**src/rtl/cam_mode_ctrl.sv**
```systemverilog
// Frame-synchronous mode controller between the mode selector and the OV7670 capture path.
// Reprograms the camera over SCCB on format/test-mode changes and gates capture until frames settle.
module cam_mode_ctrl #(
  parameter int c_to_w        = 24,
  parameter int c_retries     = 3,
  parameter int c_skip_frames = 2
) (
  input  logic       clk,
  input  logic       rst,
  input  logic       rgbmode_req,
  input  logic       testmode_req,
  input  logic [2:0] rgbfilter_req,
  input  logic       vsync,
  input  logic       sccb_ready,
  input  logic       sccb_done,
  output logic       cfg_start,
  output logic       cfg_rgbmode,
  output logic       cfg_testmode,
  output logic       capture_en,
  output logic [2:0] rgbfilter_act,
  output logic       busy,
  output logic       cfg_err
);

  // state | meaning
  // INIT  | latch requested mode, clear retries
  // START | wait for SCCB master idle, fire start
  // WAIT  | wait for sequence done or timeout
  // SKIP  | discard frames while the sensor settles
  // RUN   | capturing, watch for changes at frame ends
  typedef enum logic [2:0] {S_INIT, S_START, S_WAIT, S_SKIP, S_RUN} state_t;

  localparam int c_rt_w = $clog2(c_retries + 2);
  localparam int c_sk_w = $clog2(c_skip_frames + 2);

  state_t              state, state_nxt;
  logic                vsync_q, vsync_qq;
  logic [c_to_w-1:0]   to_cnt;
  logic [c_rt_w-1:0]   rt_cnt;
  logic [c_sk_w-1:0]   sk_cnt;
  logic                fe, mode_diff, to_zero, rt_max, sk_last;

  // vsync is registered once more so a frame edge acts two cycles after the rise
  assign fe        = vsync_q & ~vsync_qq;
  assign mode_diff = {rgbmode_req, testmode_req} != {cfg_rgbmode, cfg_testmode};
  assign to_zero   = (to_cnt == '0);
  assign rt_max    = (rt_cnt == c_rt_w'(c_retries));
  assign sk_last   = (sk_cnt == c_sk_w'(c_skip_frames));

  always_ff @(posedge clk or negedge rst) begin
    if (!rst) state <= S_INIT;
    else      state <= state_nxt;
  end

  always_comb begin
    state_nxt = state;
    case (state)
      S_INIT:  state_nxt = S_START;
      S_START: if (sccb_ready) state_nxt = S_WAIT;
      S_WAIT: begin
        if (sccb_done)    state_nxt = S_SKIP;
        else if (to_zero) state_nxt = rt_max ? S_SKIP : S_START;
      end
      S_SKIP:  if (fe && sk_last) state_nxt = S_RUN;
      S_RUN:   if (fe && mode_diff) state_nxt = S_START;
      default: state_nxt = S_INIT;
    endcase
  end

  always_comb begin
    busy = (state != S_RUN);
  end

  always_ff @(posedge clk or negedge rst) begin
    if (!rst) begin
      vsync_q       <= 1'b0;
      vsync_qq      <= 1'b0;
      cfg_start     <= 1'b0;
      cfg_rgbmode   <= 1'b1;
      cfg_testmode  <= 1'b0;
      capture_en    <= 1'b0;
      rgbfilter_act <= 3'b000;
      cfg_err       <= 1'b0;
      to_cnt        <= '0;
      rt_cnt        <= '0;
      sk_cnt        <= '0;
    end else begin
      vsync_q   <= vsync;
      vsync_qq  <= vsync_q;
      cfg_start <= 1'b0;
      case (state)
        S_INIT: begin
          cfg_rgbmode  <= rgbmode_req;
          cfg_testmode <= testmode_req;
          rt_cnt       <= '0;
        end
        S_START: begin
          if (sccb_ready) begin
            cfg_start <= 1'b1;
            to_cnt    <= '1;
          end
        end
        S_WAIT: begin
          if (sccb_done) begin
            sk_cnt <= '0;
          end else if (to_zero) begin
            // on the error path SKIP still needs a clean frame count
            if (rt_max) begin
              cfg_err <= 1'b1;
              sk_cnt  <= '0;
            end else begin
              rt_cnt <= rt_cnt + c_rt_w'(1);
            end
          end else begin
            to_cnt <= to_cnt - c_to_w'(1);
          end
        end
        S_SKIP: begin
          if (fe) begin
            sk_cnt <= sk_cnt + c_sk_w'(1);
            if (sk_last) begin
              capture_en    <= 1'b1;
              rgbfilter_act <= rgbfilter_req;
            end
          end
        end
        S_RUN: begin
          if (fe) begin
            if (mode_diff) begin
              capture_en   <= 1'b0;
              cfg_rgbmode  <= rgbmode_req;
              cfg_testmode <= testmode_req;
              rt_cnt       <= '0;
            end else begin
              rgbfilter_act <= rgbfilter_req;
            end
          end
        end
        default: ;
      endcase
    end
  end

endmodule

```
**config.mk**
```make
export PLATFORM = sky130hd
export DESIGN_NAME = cam_mode_ctrl
export DESIGN_NICKNAME = d
export VERILOG_FILES = /design/src/rtl/cam_mode_ctrl.sv
export SDC_FILE = /design/constraint.sdc
export NUM_CORES = 1
export LEC_CHECK = 0
export ABC_AREA = 1
export CORE_MARGIN = 5
export CORE_UTILIZATION = 30
export CTS_CLUSTER_DIAMETER = 200
export DETAILED_ROUTE_END_ITERATION = 8
export SLEW_MARGIN = 0
export SYNTH_ARGS = -nofsm -noshare
export SYNTH_HDL_FRONTEND = slang
export SYNTH_SLANG_ARGS = --single-unit
```
**constraint.sdc**
```tcl
create_clock -name clk -period 2.1 [get_ports clk]
set_input_delay 0.525 -clock clk [delete_from_list [all_inputs] [get_ports clk]]
set_output_delay 0.525 -clock clk [all_outputs]
set_load 0.01 [all_outputs]
```
==> impl_metrics.yaml, run 1 <==
pwr:
  finalPower_mw: 4.485
  power.density_nw_per_um2: 1456
  leakagePower_nw: 1.514
  vdd_drop_max_mv: 0.6693
logic_synthesis:
  syn_nets: 409
  ys_seq_area_share_pct: 39.30
  ys_warn_count: 0
  synth.most_common_cell: "nand2_1"
  async_flop_share_pct: 100.0
  synth.area.top_cells: "dfrtp_1, nand2_1, nand3_1"
  synth_flop_cell: "dfrtp_1"
  synth_edf_count: 0
  ys_top_cells_by_count: "nand2_1, nand3_1, dfrtp_1, nor2_1, inv_1"
  yosys.area.top_type_share_pct: 38.32
  avgSynthCellArea_sq_um: 6.796
  synth.distinct_cells: 26
  postSynthCellCount: 394
  ys_ff_latch: 42
  syn-cell-area_sq_um: 2678
  yosysTopAreaCell: "dfrtp_1"
drt:
  routed_wl_um: 6066
  drcViolationCount: 0
  ant_nets: 0
  first_pass_iters: 4
  route.vias.total: 2491
  first_iter_violations: 100
  wire_per_inst_um: 11.49
  vias_per_cell: 4.718
setup_path:
  end_kind: "output pin"
  critPathMaxStageDelay_ns: 0.41
  critPathTopFamily: "buffers and inverters"
  crit_top_cell: "inv_1"
  r2r_start: "to_cnt[0]"
  r2r.worst_path.cells: 9
  crit_chain: "inv_1 > nand2_1 > nor2_1 > inv_1 > dlygate4sd2_1"
  crit_path_start_kind: "flip-flop"
  worst_r2r_endpoint: "to_cnt[0]"
  cp_num_buf_inv: 3
  cp_data_required_time_ns: 1.57
  worstPathMaxFanout: 3
  criticalPathCategory: "flip-flop to output pin"
  cp_slowest_cell: "dfrtp_1"
  arrival_ns: 1.40
  rrSetupSlack_ns: 0.32
cells_and_area:
  area_growth_pct: 15.05
  fill_cells: 918
  insertedDiodeCount: 0
  drive_gt1_share_pct: 9.048
  final_nets: 434
clocking:
  clock-sinks: 42
  cts_hold_buf: 0
  htreeDepth: 2
  clock_latency_ns: 0.30
  clk_pin_slew_worst_paths_ns: 0.09
  tritoncts: "built"
  cts.path.max_buffers: 2
  cts_root_buffer: "clkbuf_8"
  cts_made_buffers: 5
sta:
  period_needed_ns: 1.923
  clock_skew_ns: 0.008978
  tightest_slew_ns: 0.5469
  drv_slew: 0
  tns_ns: 0
  finalHoldViolCount: 0
  rsz0062_at_grt: "no"
  max_slew_margin_pct: 63.54
  timing.fmax_mhz: 520.0
  setup_violations: 0
  fin_crit_sh_pct: 91.57
status:
  status: "completed"
floorplanning:
  die_x_um: 104.5
  initial_core_util_pct: 30.70
  die-area_sq_um: 10920
  coreArea_sq_um: 8721
  die_h_um: 104.5
  num_rows: 34
  ioPinCount: 19
grt:
  grt_pass1_vias: 2361
  grt_antenna_before_repair: 0
  grt_max_degree: 43
  grt_overflow: 0
  track_usage_pct: 11.61
  grt_pass1_wl_um: 10850
hold_path:
  hp-class: "primary input to asynchronous set/reset pin"
placed_design:
  io_buffers: 18
  hpwlAfterDp_um: 4379
  gp_congestion: 0.8217
flow_run:
  max-cap-violations: 0
-- through the flow --
stage | instances | utilization, % | instance area (sq um) | worst slack [ns] | hold WS [ns]
floorplan | 394 | - | 2678 | 0.5759 | 0.2294
CTS | 528 | 35.32 | 3080 | 0.1600 | 0.3199
finish | 528 | 35.32 | 3080 | 0.1770 | 0.2988
detailed placement | 519 | 34.20 | 2983 | 0.1059 | 0.3974
global placement | 519 | 34.20 | 2983 | 0.1572 | 0.3921
global route | 528 | 35.32 | 3080 | 0.05812 | 0.3458
-- power breakdown --
group / switching [mW] / leakage (nW) / internal [mW]
Sequential: 0.405 / 0.494 / 1.21
Clock: 0.292 / 0.0482 / 0.266
Combinational: 1.44 / 0.972 / 0.871
Total: 2.14 / 1.51 / 2.34
-- worst reg2reg max path, cell delays in order (launching register included) --
cell     delay (ns)
dfrtp_1        0.42
inv_1          0.13
ha_1           0.16
nand2_1        0.06
nor2_1         0.15
nand3_2        0.15
nand2_4        0.14
nand2_4        0.16
nand2_8        0.21
o21ai_0        0.10
-- sequential cells by signal (all words and copies together) (netlist names) --
register	cells
rgbfilter_act	3
to_cnt	24
cfg_testmode	1
capture_en	1
vsync_q	1
cfg_start	1
rt_cnt	3
cfg_rgbmode	1
sk_cnt	2
vsync_qq	1
cfg_err	1
state	3
-- placed cells by master (no fill, tap or decap), drive strengths merged --
cell type        n
buf              8
or2              6
nand4           12
dlygate4sd2      1
xnor2            1
inv             42
clkbuf           7
dfrtp           41
nand3b           7
nand3           54
o31ai            1
clkinv           1
nor3             1
a21oi            1
nand2          158
ha               5
o21ai           11
clkdlybuf4s50   16
dfstp            1
nor2            46
-- cell type report --
type                            instances  area [sq um]  area share (%)
Tap cell                              108         135.1           4.387
Inverter                               42         160.2           5.199
Clock inverter                          1         5.005          0.1625
Clock buffer                            7         86.33           2.803
Sequential cell                        42          1052           34.16
Multi-Input combinational cell        303          1415           45.94
Timing Repair Buffer                   25         226.5           7.352
-- cell families after synthesis --
family	synth area share, %
AND/OR/NAND/NOR	47.52
XOR/XNOR	0.3272
adder cells (fa/ha/maj)	2.336
AO/OA/AOI/OAI	2.664
flip-flops	39.30
buffers and inverters	7.851
-- per-layer routing --
layer  share of wire (%)  vias to the layer above  GRT usage (%)
li1                    -                     1299              -
met1                  51                     1125          16.31
met2                  44                       62          18.64
met3                 3.9                        5          2.173
met4                0.49                        0          2.220
met5                   0                        -              0
-- how the worst max path moves through the flow --
stage	from	end	slack, ns	depth (start not counted)
2_1_floorplan	to_cnt[0]	to_cnt[16]	0.58	10
3_3_place_gp	rgbmode_req	state[0]	0.16	10
3_5_place_dp	rgbmode_req	state[1]	0.11	10
4_1_cts	state[1]	busy	0.16	5
5_1_grt	state[1]	busy	0.06	5
6_report	state[1]	busy	0.18	5
-- repair_timing --
action | 4_1_cts | 5_1_grt
gates resized for setup | 1 | 0
setup endpoints to repair | 1 | 0
buffers inserted | 1 | 0
No activity file was read; power rests on OpenSTA's default activity.
==> run 2, diff against run 1 <==
HOLD_SLACK_MARGIN = 0.05   (was not set)
clock period = 2.3 ns   (was 2.1 ns; I/O delays follow)
==> run 2 against run 1 <==
Design area fell by 0.97%. Routed wire length up 1.3%. Sequential cell count unchanged. First-iteration DRC count grew 29%. Clock-buffer cell count increased by 1. Setup slack better by 0.16 ns. Utilization shrank 0.34 points. Global-route usage up 0.082 points. Largest power group unchanged.
==> impl_metrics.yaml, run 2 (synthesis results as in run 1) <==
status:
  status: "completed"
drt:
  route.vias.total: 2454
  ant_nets: 0
  vias_per_cell: 4.683
  first_pass_iters: 4
  wire_per_inst_um: 11.73
  routed_wl_um: 6145
  drcViolationCount: 0
  first_iter_violations: 129
grt:
  grt_max_degree: 26
  grt_pass1_vias: 2318
  grt_overflow: 0
  track_usage_pct: 11.69
  grt_pass1_wl_um: 10810
  grt_antenna_before_repair: 0
clocking:
  cts.path.max_buffers: 2
  clock_latency_ns: 0.30
  post-cts-setup-buffers: 0
  tritoncts: "built"
  clock-sinks: 42
  htreeDepth: 2
  cts_root_buffer: "clkbuf_8"
  clk_pin_slew_worst_paths_ns: 0.08
  cts_made_buffers: 5
floorplanning:
  die-area_sq_um: 10920
  die_x_um: 104.5
  die_h_um: 104.5
  coreArea_sq_um: 8721
  num_rows: 34
  ioPinCount: 19
  initial_core_util_pct: 30.70
setup_path:
  cp_data_required_time_ns: 1.73
  worstSetupEndpoint: "cfg_rgbmode"
  cp_slowest_cell: "dfstp_2"
  criticalPathCategory: "flip-flop to output pin"
  crit_path_start_kind: "flip-flop"
  rrSetupSlack_ns: 0.50
  arrival_ns: 1.38
  critPathTopFamily: "flip-flops"
  worstPathMaxFanout: 4
  path_depth: 1
  cp_num_buf_inv: 1
  r2r.worst_path.cells: 9
  critPathMaxStageDelay_ns: 0.56
  r2r_start: "to_cnt[0]"
  end_kind: "output pin"
  crit_chain: "clkdlybuf4s50_1"
  startpoint: "cfg_rgbmode"
  worst_r2r_endpoint: "to_cnt[6]"
placed_design:
  io_buffers: 18
  place_worst_setup_slack_ns: 0.2296
  hpwlAfterDp_um: 4492
  place_inst: 516
  dpl-instance-area_sq_um: 2960
  gp_congestion: 0.8190
cells_and_area:
  mostFrequentLayoutCells: "nand2_1, nand3_1, dfrtp_1"
  final_common_cell: "nand2_1"
  fin_area_sq_um: 3050
  multi_input_area_sq_um: 1423
  largest_reg_flops: 24
  drive_gt1_share_pct: 7.933
  fill_cells: 924
  area_growth_pct: 13.93
  layout.cells.non_filler: 524
  fin_util_pct: 34.98
  final_nets: 430
  ff_latch_area_sq_um: 1052
  insertedDiodeCount: 0
  regMostFlops: "to_cnt"
sta:
  period_needed_ns: 1.960
  max_slew_margin_pct: 67.50
  clock_skew_ns: 0.01177
  timing.fmax_mhz: 510.3
  fin_ws_ns: 0.3403
  finalHoldViolCount: 0
  fin_crit_sh_pct: 85.21
  drv_slew: 0
  hold_ws_ns: 0.2226
  setup_violations: 0
  rsz0062_at_grt: "no"
  tightest_slew_ns: 0.4874
  tns_ns: 0
pwr:
  power.density_nw_per_um2: 1323
  leakagePower_nw: 1.487
  finalPower_mw: 4.037
  vdd_drop_max_mv: 0.4824
hold_path:
  hp-class: "primary input to asynchronous set/reset pin"
flow_run:
  max-cap-violations: 0
## run 2: what timing repair did
action                                  4_1_cts  5_1_grt
gates resized for setup                       1        2
hold buffers                                  0        0
endpoints found under the setup margin        1        1
## run 2: worst min-delay path by stage
stage / end / slack (ns) / startpoint
2_1_floorplan: capture_en / 0.28 / rst
3_3_place_gp: vsync_qq / 0.40 / vsync_q
3_5_place_dp: vsync_qq / 0.40 / vsync_q
4_1_cts: to_cnt[6] / 0.25 / rst
5_1_grt: to_cnt[6] / 0.25 / rst
6_report: to_cnt[6] / 0.22 / rst
## run 2: cell type report
| cell class | instances | share of cell area (%) |
|---|---|---|
| Sequential cell | 42 | 34.50 |
| Inverter | 42 | 5.250 |
| Multi-Input combinational cell | 303 | 46.64 |
| Tap cell | 108 | 4.430 |
| Timing Repair Buffer | 21 | 6.563 |
| Clock buffer | 8 | 2.625 |
## run 2: layer usage
| layer | GRT usage [%] | vias up | routed length (um) |
|---|---|---|---|
| li1 | - | 1286 | - |
| met1 | 15.98 | 1106 | 3071 |
| met4 | 3.515 | 0 | 89 |
| met3 | 2.669 | 8 | 260 |
| met2 | 18.33 | 54 | 2724 |
| met5 | 0 | - | 0 |
## run 2: power by group
part	switching (mW)	internal, mW	total (mW)
combinational	1.31	0.764	2.08
sequential	0.379	1.10	1.48
clock	0.264	0.216	0.481
total	1.95	2.08	4.04
==> run 3, diff against run 2 <==
ABC_AREA = 0   (was 1)
CORE_UTILIZATION = 45   (was 30)
==> run 3 against run 2 <==
Critical path depth rose by 3. Fmax shrank 12%. Setup slack got worse by 0.26 ns.
==> impl_metrics.yaml, run 3 <==
sta:
  tightest_slew_ns: 0.5507
  fin_ws_ns: 0.07894
  period_needed_ns: 2.221
  setup_violations: 0
  rsz0062_at_grt: "no"
  max_slew_margin_pct: 63.29
  clock_skew_ns: 0.01108
  fin_crit_sh_pct: 96.57
  drv_slew: 0
  timing.fmax_mhz: 450.2
  finalHoldViolCount: 0
logic_synthesis:
  ys_warn_count: 0
  synth_flop_cell: "dfrtp_1"
  async_flop_share_pct: 100.0
  yosysTopAreaCell: "dfrtp_1"
  synth.most_common_cell: "dfrtp_1"
  yosys.area.top_type_share_pct: 45.25
  synth_edf_count: 0
  synth.distinct_cells: 53
  syn_nets: 246
  ys_seq_area_share_pct: 46.41
  syn-cell-area_sq_um: 2267
  postSynthCellCount: 231
  avgSynthCellArea_sq_um: 9.815
  ys_ff_latch: 42
  ys_top_cells_by_count: "dfrtp_1, nor2_1, nand2_1, o21ai_0, nor4_1"
  synth.area.top_cells: "dfrtp_1, o21ai_0, nor4_1"
floorplanning:
  ioPinCount: 19
  coreArea_sq_um: 4817
  die_h_um: 80.98
  initial_core_util_pct: 47.06
  die-area_sq_um: 6558
  die_x_um: 80.98
  num_rows: 25
grt:
  track_usage_pct: 17.73
  grt_pass1_wl_um: 9004
  grt_pass1_vias: 1927
  grt_max_degree: 43
  grt_overflow: 0
  grt_antenna_before_repair: 0
setup_path:
  cp_data_required_time_ns: 1.73
  critPathTopFamily: "buffers and inverters"
  path_depth: 4
  critPathMaxStageDelay_ns: 0.48
  crit_path_start_kind: "flip-flop"
  crit_chain: "nor2_1 > and2_1 > inv_1 > clkdlybuf4s50_1"
  cp_num_buf_inv: 2
  end_kind: "output pin"
  arrival_ns: 1.65
  cp_slowest_cell: "dfrtp_2"
  r2r.worst_path.cells: 4
  worstPathMaxFanout: 11
  criticalPathCategory: "flip-flop to output pin"
pwr:
  p_sw_share_pct: 34.38
  vdd_drop_max_mv: 0.5454
  p_comb_share_pct: 38.2
  leakagePower_nw: 1.050
  finalPower_mw: 2.372
  p_switching_mw: 0.8153
  clock_power_share_pct: 20.1
  p_int_mw: 1.556
  power.density_nw_per_um2: 835.4
  seqPwrFrac_pct: 41.7
cells_and_area:
  drive_gt1_share_pct: 21.86
  final_common_cell: "dfrtp_1"
  largest_reg_flops: 24
  final_nets: 293
  mostFrequentLayoutCells: "dfrtp_1, buf_4, clkdlybuf4s50_1"
  fin_util_pct: 58.94
  layout.cells.non_filler: 346
  area_growth_pct: 25.22
  fin_area_sq_um: 2839
  insertedDiodeCount: 0
  regMostFlops: "to_cnt"
drt:
  wire_per_inst_um: 14.33
  route.vias.total: 1896
  vias_per_cell: 5.480
  drcViolationCount: 0
  first_iter_violations: 98
  ant_nets: 0
  routed_wl_um: 4959
  first_pass_iters: 4
flow_run:
  max-cap-violations: 0
clocking:
  cts.path.max_buffers: 2
  tritoncts: "built"
  cts_hold_buf: 0
  clock-sinks: 42
  clock_latency_ns: 0.30
  cts_root_buffer: "clkbuf_8"
  cts_made_buffers: 5
  htreeDepth: 2
  clk_pin_slew_worst_paths_ns: 0.08
placed_design:
  place_worst_setup_slack_ns: -0.2576
  dpl-instance-area_sq_um: 2703
  hpwlAfterDp_um: 3625
  gp_congestion: 0.8410
  io_buffers: 18
  place_inst: 336
hold_path:
  hp-class: "primary input to asynchronous set/reset pin"
status:
  status: "completed"
run 3: cell count changes in the layout (fill, tap and decap cells not counted), moves of 10 or more:
cell	delta
buf_4	+27
nand2_1	-141
nor2_1	-23
inv_1	-30
nor4_1	+11
nand3_1	-44
a21oi_1	+10
nand4_1	-11
run 3: power by group through the flow:
stage          logic, mW  registers [mW]  clock network [mW]
2_1_floorplan      0.496           0.982                   0
3_3_place_gp       0.845            1.00                   0
3_5_place_dp       0.853            1.01                   0
4_1_cts            0.858            1.00               0.501
5_1_grt             1.02            1.01               0.535
6_report           0.905           0.990               0.477
run 3: kinds of logic after synthesis:
family,count (synthesis),share of synthesized area [%]
buffers and inverters,16,2.815
multiplexers,7,3.366
flip-flops,42,46.41
XOR/XNOR,9,3.477
AO/OA/AOI/OAI,49,14.18
adder cells (fa/ha/maj),5,2.759
AND/OR/NAND/NOR,103,26.99
run 3: timing repair:
action                                  CTS  global route
gates resized for setup                   2             6
endpoints found under the setup margin    1            14
pin swaps                                 0             0
buffers inserted                          0             2
run 3: cell type report:
type	count	area [sq um]
clock buffer	5	68.82
clock inverter	3	21.27
inverter	8	30.03
tap	67	83.83
sequential	42	1055
fill	457	1978
multi-input combinational	173	1180
timing repair buffer	48	400.4
run 3: stage by stage:
step,TNS [ns],hold slack [ns]
after floorplan,0,0.2794
after global placement,-2.396,0.3793
after detailed placement,-3.020,0.3876
after CTS,0,0.3624
after global routing,0,0.3836
final,0,0.3371
run 3: path summary, 6_finish.rpt:
kind                                start         to  slack [ns]
worst max-delay path             state[1]       busy        0.08
worst min-delay path                  rst  rt_cnt[1]        0.34
worst max register to register  to_cnt[4]  to_cnt[9]        0.15
worst min register to register    vsync_q   vsync_qq        0.40
max in group asynchronous             rst   state[1]        1.54
min in group clk                  vsync_q   vsync_qq        0.40
run 3: routing by layer:
metal  vias up  track usage, %  wire length, um  part of all wire [%]
li1        961               -                -                     -
met1       907           23.67             2530                    51
met2        24           28.24             2229                    45
met3         4           4.656              151                   3.0
met4         0           5.236               48                  0.97
met5         -               0                0                     0
run 3: worst reg2reg max path, cell delays in order (launching register included):
cell	delay, ns
dfrtp_1	0.43
or4_4	0.57
or4_4	0.44
o31ai_1	0.23
or3b_1	0.36
